===== config.mk =====
export PLATFORM = sky130hd
export DESIGN_NAME = imuldiv_muldiv_dispatch
export DESIGN_NICKNAME = d
export VERILOG_FILES = /design/src/rtl/imuldiv_muldiv_dispatch.sv
export SDC_FILE = /design/constraint.sdc
export NUM_CORES = 1
export LEC_CHECK = 0
export BUFFER_PORTS_ARGS = -buffer_cell sky130_fd_sc_hd__buf_2
export CORE_AREA = 8 8 151 153
export CTS_CLUSTER_SIZE = 24
export DETAILED_ROUTE_END_ITERATION = 16
export DIE_AREA = 0 0 159 161
export GPL_TIMING_DRIVEN = 0
export SYNTH_ARGS = -nofsm -noshare
export SYNTH_HDL_FRONTEND = slang
export SYNTH_SLANG_ARGS = --single-unit

===== constraint.sdc =====
create_clock -name clk -period 4.7 [get_ports clk]
set_input_delay 0.94 -clock clk [delete_from_list [all_inputs] [get_ports clk]]
set_output_delay 0.94 -clock clk [all_outputs]
set_load 0.03 [all_outputs]

===== src/rtl/imuldiv_muldiv_dispatch.sv =====
// imuldiv_muldiv_dispatch
//   Accepts one mul/div request at a time, forwards it to the multiplier or
//   divider sub-unit, and returns the sub-unit's 64-bit result unchanged.
//   Illegal op codes (5-7) are answered directly with a zero result.
//
// Ports
//   clk, reset                       clock, synchronous active-high reset
//   muldivreq_*                      upstream request  (fn, a, b, val/rdy)
//   muldivresp_*                     upstream response (result, val/rdy)
//   mulreq_* / mulresp_*             multiplier request/response ports
//   divreq_* / divresp_*             divider request/response ports
//
// Handshake outputs are flops loaded from the next-state decode, so each
// one is an exact registered image of the FSM state (forced low in reset).
module imuldiv_muldiv_dispatch (
  input  logic        clk,
  input  logic        reset,

  input  logic [2:0]  muldivreq_msg_fn,
  input  logic [31:0] muldivreq_msg_a,
  input  logic [31:0] muldivreq_msg_b,
  input  logic        muldivreq_val,
  output logic        muldivreq_rdy,

  output logic [63:0] muldivresp_msg_result,
  output logic        muldivresp_val,
  input  logic        muldivresp_rdy,

  output logic [31:0] mulreq_msg_a,
  output logic [31:0] mulreq_msg_b,
  output logic        mulreq_val,
  input  logic        mulreq_rdy,

  input  logic [63:0] mulresp_msg_result,
  input  logic        mulresp_val,
  output logic        mulresp_rdy,

  output logic        divreq_msg_fn,
  output logic [31:0] divreq_msg_a,
  output logic [31:0] divreq_msg_b,
  output logic        divreq_val,
  input  logic        divreq_rdy,

  input  logic [63:0] divresp_msg_result,
  input  logic        divresp_val,
  output logic        divresp_rdy
);

  localparam int unsigned OP_W  = 32;
  localparam int unsigned RES_W = 64;

  localparam logic [2:0] FN_MUL  = 3'd0;
  localparam logic [2:0] FN_DIVU = 3'd2;
  localparam logic [2:0] FN_REM  = 3'd3;
  localparam logic [2:0] FN_REMU = 3'd4;

  localparam logic [2:0] IDLE     = 3'd0;
  localparam logic [2:0] MUL_REQ  = 3'd1;
  localparam logic [2:0] DIV_REQ  = 3'd2;
  localparam logic [2:0] MUL_WAIT = 3'd3;
  localparam logic [2:0] DIV_WAIT = 3'd4;
  localparam logic [2:0] RESP     = 3'd5;

  logic [2:0]       state;
  logic [2:0]       state_next;
  logic [OP_W-1:0]  a_q;
  logic [OP_W-1:0]  b_q;
  logic             div_unsigned_q;
  logic [RES_W-1:0] result_q;

  logic req_fire_c;
  logic mulreq_fire_c;
  logic divreq_fire_c;
  logic mulresp_fire_c;
  logic divresp_fire_c;
  logic resp_fire_c;
  logic fn_illegal_c;

  assign req_fire_c     = muldivreq_val && muldivreq_rdy;
  assign mulreq_fire_c  = mulreq_val && mulreq_rdy;
  assign divreq_fire_c  = divreq_val && divreq_rdy;
  assign mulresp_fire_c = mulresp_val && mulresp_rdy;
  assign divresp_fire_c = divresp_val && divresp_rdy;
  assign resp_fire_c    = muldivresp_val && muldivresp_rdy;
  assign fn_illegal_c   = muldivreq_msg_fn > FN_REMU;

  // State register
  always_ff @(posedge clk) begin
    if (reset) state <= IDLE;
    else       state <= state_next;
  end

  // Next-state logic
  always_comb begin
    state_next = state;
    case (state)
      IDLE: begin
        if (req_fire_c) begin
          if (muldivreq_msg_fn == FN_MUL) state_next = MUL_REQ;
          else if (fn_illegal_c)          state_next = RESP;
          else                            state_next = DIV_REQ;
        end
      end
      MUL_REQ:  if (mulreq_fire_c)  state_next = MUL_WAIT;
      DIV_REQ:  if (divreq_fire_c)  state_next = DIV_WAIT;
      MUL_WAIT: if (mulresp_fire_c) state_next = RESP;
      DIV_WAIT: if (divresp_fire_c) state_next = RESP;
      RESP:     if (resp_fire_c)    state_next = IDLE;
      default:                      state_next = IDLE;
    endcase
  end

  // Registered handshake outputs, one per state
  always_ff @(posedge clk) begin
    if (reset) begin
      muldivreq_rdy  <= 1'b0;
      mulreq_val     <= 1'b0;
      divreq_val     <= 1'b0;
      mulresp_rdy    <= 1'b0;
      divresp_rdy    <= 1'b0;
      muldivresp_val <= 1'b0;
    end else begin
      muldivreq_rdy  <= (state_next == IDLE);
      mulreq_val     <= (state_next == MUL_REQ);
      divreq_val     <= (state_next == DIV_REQ);
      mulresp_rdy    <= (state_next == MUL_WAIT);
      divresp_rdy    <= (state_next == DIV_WAIT);
      muldivresp_val <= (state_next == RESP);
    end
  end

  // Operand capture on acceptance; result capture on sub-unit response
  always_ff @(posedge clk) begin
    if (reset) begin
      a_q            <= '0;
      b_q            <= '0;
      div_unsigned_q <= 1'b0;
      result_q       <= '0;
    end else begin
      if (req_fire_c) begin
        a_q            <= muldivreq_msg_a;
        b_q            <= muldivreq_msg_b;
        div_unsigned_q <= (muldivreq_msg_fn == FN_DIVU) ||
                          (muldivreq_msg_fn == FN_REMU);
        if (fn_illegal_c) result_q <= '0;
      end
      if (mulresp_fire_c) result_q <= mulresp_msg_result;
      if (divresp_fire_c) result_q <= divresp_msg_result;
    end
  end

  // Both sub-units see the same operand registers; only val differs
  assign mulreq_msg_a          = a_q;
  assign mulreq_msg_b          = b_q;
  assign divreq_msg_a          = a_q;
  assign divreq_msg_b          = b_q;
  assign divreq_msg_fn         = div_unsigned_q;
  assign muldivresp_msg_result = result_q;

  // FN_REM kept for readability of the op map; signed ops are the default
  logic unused_c;
  assign unused_c = ^{FN_REM, RES_W[0]};

endmodule


* Word-level counts from Yosys, hierarchy flattened *
Index checks and enable logic that the tools add are counted.

word-level totals
  bits in registers = 138
  input bits = 203

cells by class
  magnitude comparators = 1
  eq/ne operators = 12
  mux-type cells = 13
  reduce and logical (&&, ||, !) cells = 13

operator list
  cell                                                             number
  64-bit two-way mux                                               4
  3-bit two-way mux                                                8
  3-bit one-hot mux with 6 select lines                            1
  3-bit by 2-bit == test with 1-bit output, second input constant  5
  3-bit == test, second input constant                             5
  3-bit zero test                                                  3
  3-bit by 1-bit == test with 1-bit output, second input constant  2
  1-bit logical AND                                                6
  3-bit nonzero test                                               2
  3-bit greater-than comparator, second input constant             1
  2-bit AND reduction                                              1
  1-bit logical OR                                                 1

* Longest topological paths before layout *
  depth after elaboration = 6
  depth in mapped cells = 6
  mapped depth without buffers = 6

* Worst setup path after synthesis *
OpenSTA, ideal clock, no wires.

  path type = input -> register
  start point = in muldivreq_msg_fn[1]
  end point = reg result_q[10], in the netlist muldivresp_msg_result[10]
  data arrival time = 2271 ps
  data required time = 4635 ps
  setup slack = 2364 ps
  cell stages on the path = 6
  cells stage by stage = or2_2 > ha_1 > a221oi_4 > buf_6 > a222oi_1 > nor2_1

between the ends
  word-level cells in the longest chain between the ends = 3

RTL lines
  item                           line  source
  start: declaration             19    input logic [2:0] muldivreq_msg_fn,
  3-bit greater-than comparator  85    assign fn_illegal_c = muldivreq_msg_fn > FN_REMU;
  3-bit nonzero test (no line)   -
  2-bit AND reduction (no line)  -
  end signal: assignment         147   if (mulresp_fire_c) result_q <= mulresp_msg_result;
  end signal: assignment         148   if (divresp_fire_c) result_q <= divresp_msg_result;
  end: declaration               69    logic [RES_W-1:0] result_q;

No other way between the ends.
A chain may end at the register's enable or synchronous reset.

* Worst setup path in the final report *
  start point = in muldivreq_msg_fn[1]
  end point = reg result_q[24], in the netlist muldivresp_msg_result[24]

The elaborated chain is that of the path after synthesis.

==> run metrics <==
LEAKAGE 4.32 nW; CTS tree yes; Reg2Reg Launch Point divresp_rdy$_SDFF_PP0_; CTS root buf clkbuf_16; status finished, final reports clean; first-pass GRT wire length 34,100 um; CTS Hold Bufs 0; Cell Int Power 2.75 mW; final non-filler cell total 1,322; worst path cell trace buf_2, or2_2, ha_1, a221oi_4, buf_6, a222oi_1, nor2_1; area growth from synthesis to layout 54.2%; Post-layout nets 1,240; Final Cycle Share 52.0%; Post-CTS Setup Inserts 0; drt pass-1 iters 10; Yosys reg bits 138; placed cells 1,292; Mapped Area 5470 um2; RSZ-0062 raised after global routing no; Die X 159 um; worst path arrival time 2.79 ns; Slowest cell on crit path a221oi_4; Synth area leaders dfxtp_1 (51%), a222oi_1 (12%), nand2_1 (9.1%), buf_4 (8.8%), a21oi_1 (6.1%); Starting Density 26.6%; Least-Margin Pin Slew 0.984 ns; WHS 0.465 ns; sequential share of power 33.5%; reg2reg path depth 6; Yosys warning count 0; min Tclk post-route 2.45 ns; final wirelength 22,500 um; Critical Path RT 5.04 ns; Pwr Total 4.32 mW; Critical Path Start muldivreq_msg_fn[1]; Critical R2R Capture muldivresp_msg_result[24]$_SDFFE_PP0P_; drt wl/cell 17.0 um; kind of critical path in2reg; syn avg cell area 8.86 um2; DP HPWL 17,800 um; total track usage 16.6%; fraction of layout cells with a size suffix above 1 49.5%; Final setup viols 0; FMAX 409 MHz; endpoints failing hold 0; worst skew pair latency 0.41 ns; switching part of the total 36.3%; CP Depth 7; PD cells 512 nW/um2; CTS resizes 0; Yosys top cell by area dfxtp_1; cells after synthesis 617; Hold Path Class reg2reg; slowest stage delay, CP 0.72 ns; TritonCTS Buffers 17; Reg clk slew, reported paths 0.06 ns; setup TNS 0 ns; Yosys top cell area share 50.5%; Crit Path Max Fanout 10; CP startpoint kind primary input; vias in the first global route 5,993; Rows 53; total die area 25,600 um2; initial antenna violation count 1; synth unique cells 33; Final GP Congestion 0.791; maxcap violations 0; most frequent cells in the layout buf_2 (416), dfxtp_1 (138), nand2_1 (132); Comb power frac 33.9%; I/O Buffers 400; drc violations 0; Top delay family on crit path compound AO/OA/AOI/OAI gates; number of inserted diodes 0; Max Root-Sink Buffers 2; Crit. End Element flip-flop; Sw Pwr 1.57 mW; H-tree depth 4; Die Ht 161 um; Overflow after GRT 0; leading cell type in the layout, fill and taps excluded buf_2; r2r setup slk 2.69 ns; Final Skew 0.0109 ns; post-route ant nets 0; clk sinks 138; Clock Power Share 32.7%; core footprint 20,600 um2; routed vias/inst 4.53; syn nets 821; Max Slew Vio Count 0; maximum VDD drop 224 uV; largest net degree at the start of global routing 17; slew margin rel. 34.2%; post-layout util 41.0%; Starting DRT DRC Count 434; detailed-route via count 5,993; worst path buffer plus inverter count 2; post-synthesis sequential area ratio 50.5%; IO Pins 402; crit path to muldivresp_msg_result[24]$_SDFFE_PP0P_
registers in the layout (all words and copies together) (netlist names):
register / count
muldivresp_val: 1
muldivresp_msg_result: 64
divreq_msg_fn: 1
divreq_msg_a: 32
divreq_val: 1
divresp_rdy: 1
divreq_msg_b: 32
mulresp_rdy: 1
mulreq_val: 1
state: 3
muldivreq_rdy: 1
power groups by stage:
| stage | Sequential (mW) | Combinational [mW] | Clock (mW) |
|---|---|---|---|
| finish | 1.44 | 1.46 | 1.41 |
| global route | 1.47 | 1.58 | 1.50 |
| CTS | 1.44 | 1.48 | 1.45 |
| detailed placement | 1.47 | 1.48 | 0 |
| global placement | 1.46 | 1.47 | 0 |
| floorplan | 1.76 | 0.705 | 0 |
worst reg2reg max path, stage by stage (launching register included):
cell and delay, ns:
dfxtp_1 0.31, and2_1 0.13, buf_2 0.15, nor2_1 0.76, buf_2 0.38, a222oi_1 0.13
nor2_1 0.09
cells by family after synthesis:
kind of cell	count (synthesis)	synth area share [%]
buffers and inverters	117	13.6
adder cells (fa/ha/maj)	1	0.229
XOR/XNOR	1	0.160
AND/OR/NAND/NOR	217	15.5
AO/OA/AOI/OAI	143	19.9
flip-flops	138	50.5
per-layer routing:
| metal | GRT usage (%) | part of all wire (%) | vias to the layer above |
|---|---|---|---|
| met2 | 29.0 | 50 | 309 |
| met5 | 0 | 0.058 | - |
| met1 | 18.0 | 40 | 2712 |
| met4 | 4.55 | 1.1 | 2 |
| met3 | 7.58 | 9.7 | 14 |
| li1 | - | - | 2956 |
cell type report:
| type | instances | area (um2) |
|---|---|---|
| inverters | 2 | 7.51 |
| clock inverters | 11 | 173 |
| plain buffers | 115 | 737 |
| repair buffers | 400 | 2000 |
| flip-flops and latches | 138 | 2760 |
| multi-input cells | 362 | 1960 |
| well taps | 275 | 344 |
| fillers | 2204 | 12100 |
| clock buffers | 19 | 443 |
Yosys cell counts (all sizes together):
cell type	count
nand3b	1
and2	2
or2	1
a221oi	1
dfxtp	138
o21ai	1
nor3	6
nand2b	1
o311a	1
o22ai	1
or3	1
xnor2	1
nand3	2
clkbuf	24
nand4b	1
a311o	2
inv	2
a222oi	64
a31oi	1
a311oi	1
nor2	70
nand2	132
o22a	1
buf	91
o21bai	1
a21boi	2
ha	1
a21oi	67
how the worst min path moves through the flow:
stage | slack (ns) | from | depth (start not counted) | end
after floorplan | 0.59 | divreq_msg_b[13]$_SDFFE_PP0N_ | 2 | divreq_msg_b[13]$_SDFFE_PP0N_
after global placement | 0.46 | divreq_msg_a[28]$_SDFFE_PP0N_ | 2 | divreq_msg_a[28]$_SDFFE_PP0N_
after detailed placement | 0.46 | divreq_msg_a[15]$_SDFFE_PP0N_ | 2 | divreq_msg_a[15]$_SDFFE_PP0N_
after CTS | 0.47 | divreq_msg_a[15]$_SDFFE_PP0N_ | 2 | divreq_msg_a[15]$_SDFFE_PP0N_
after global routing | 0.49 | divreq_msg_a[28]$_SDFFE_PP0N_ | 2 | divreq_msg_a[28]$_SDFFE_PP0N_
final | 0.47 | divreq_msg_a[15]$_SDFFE_PP0N_ | 2 | divreq_msg_a[15]$_SDFFE_PP0N_
metrics by stage:
stage	worst slack (ns)	area, um2
global route	2.14	8430
CTS	2.21	8430
finish	2.25	8430
detailed placement	1.77	7810
floorplan	2.36	5470
global placement	1.83	7810
Note: power is estimated with default switching activity, not from simulation.
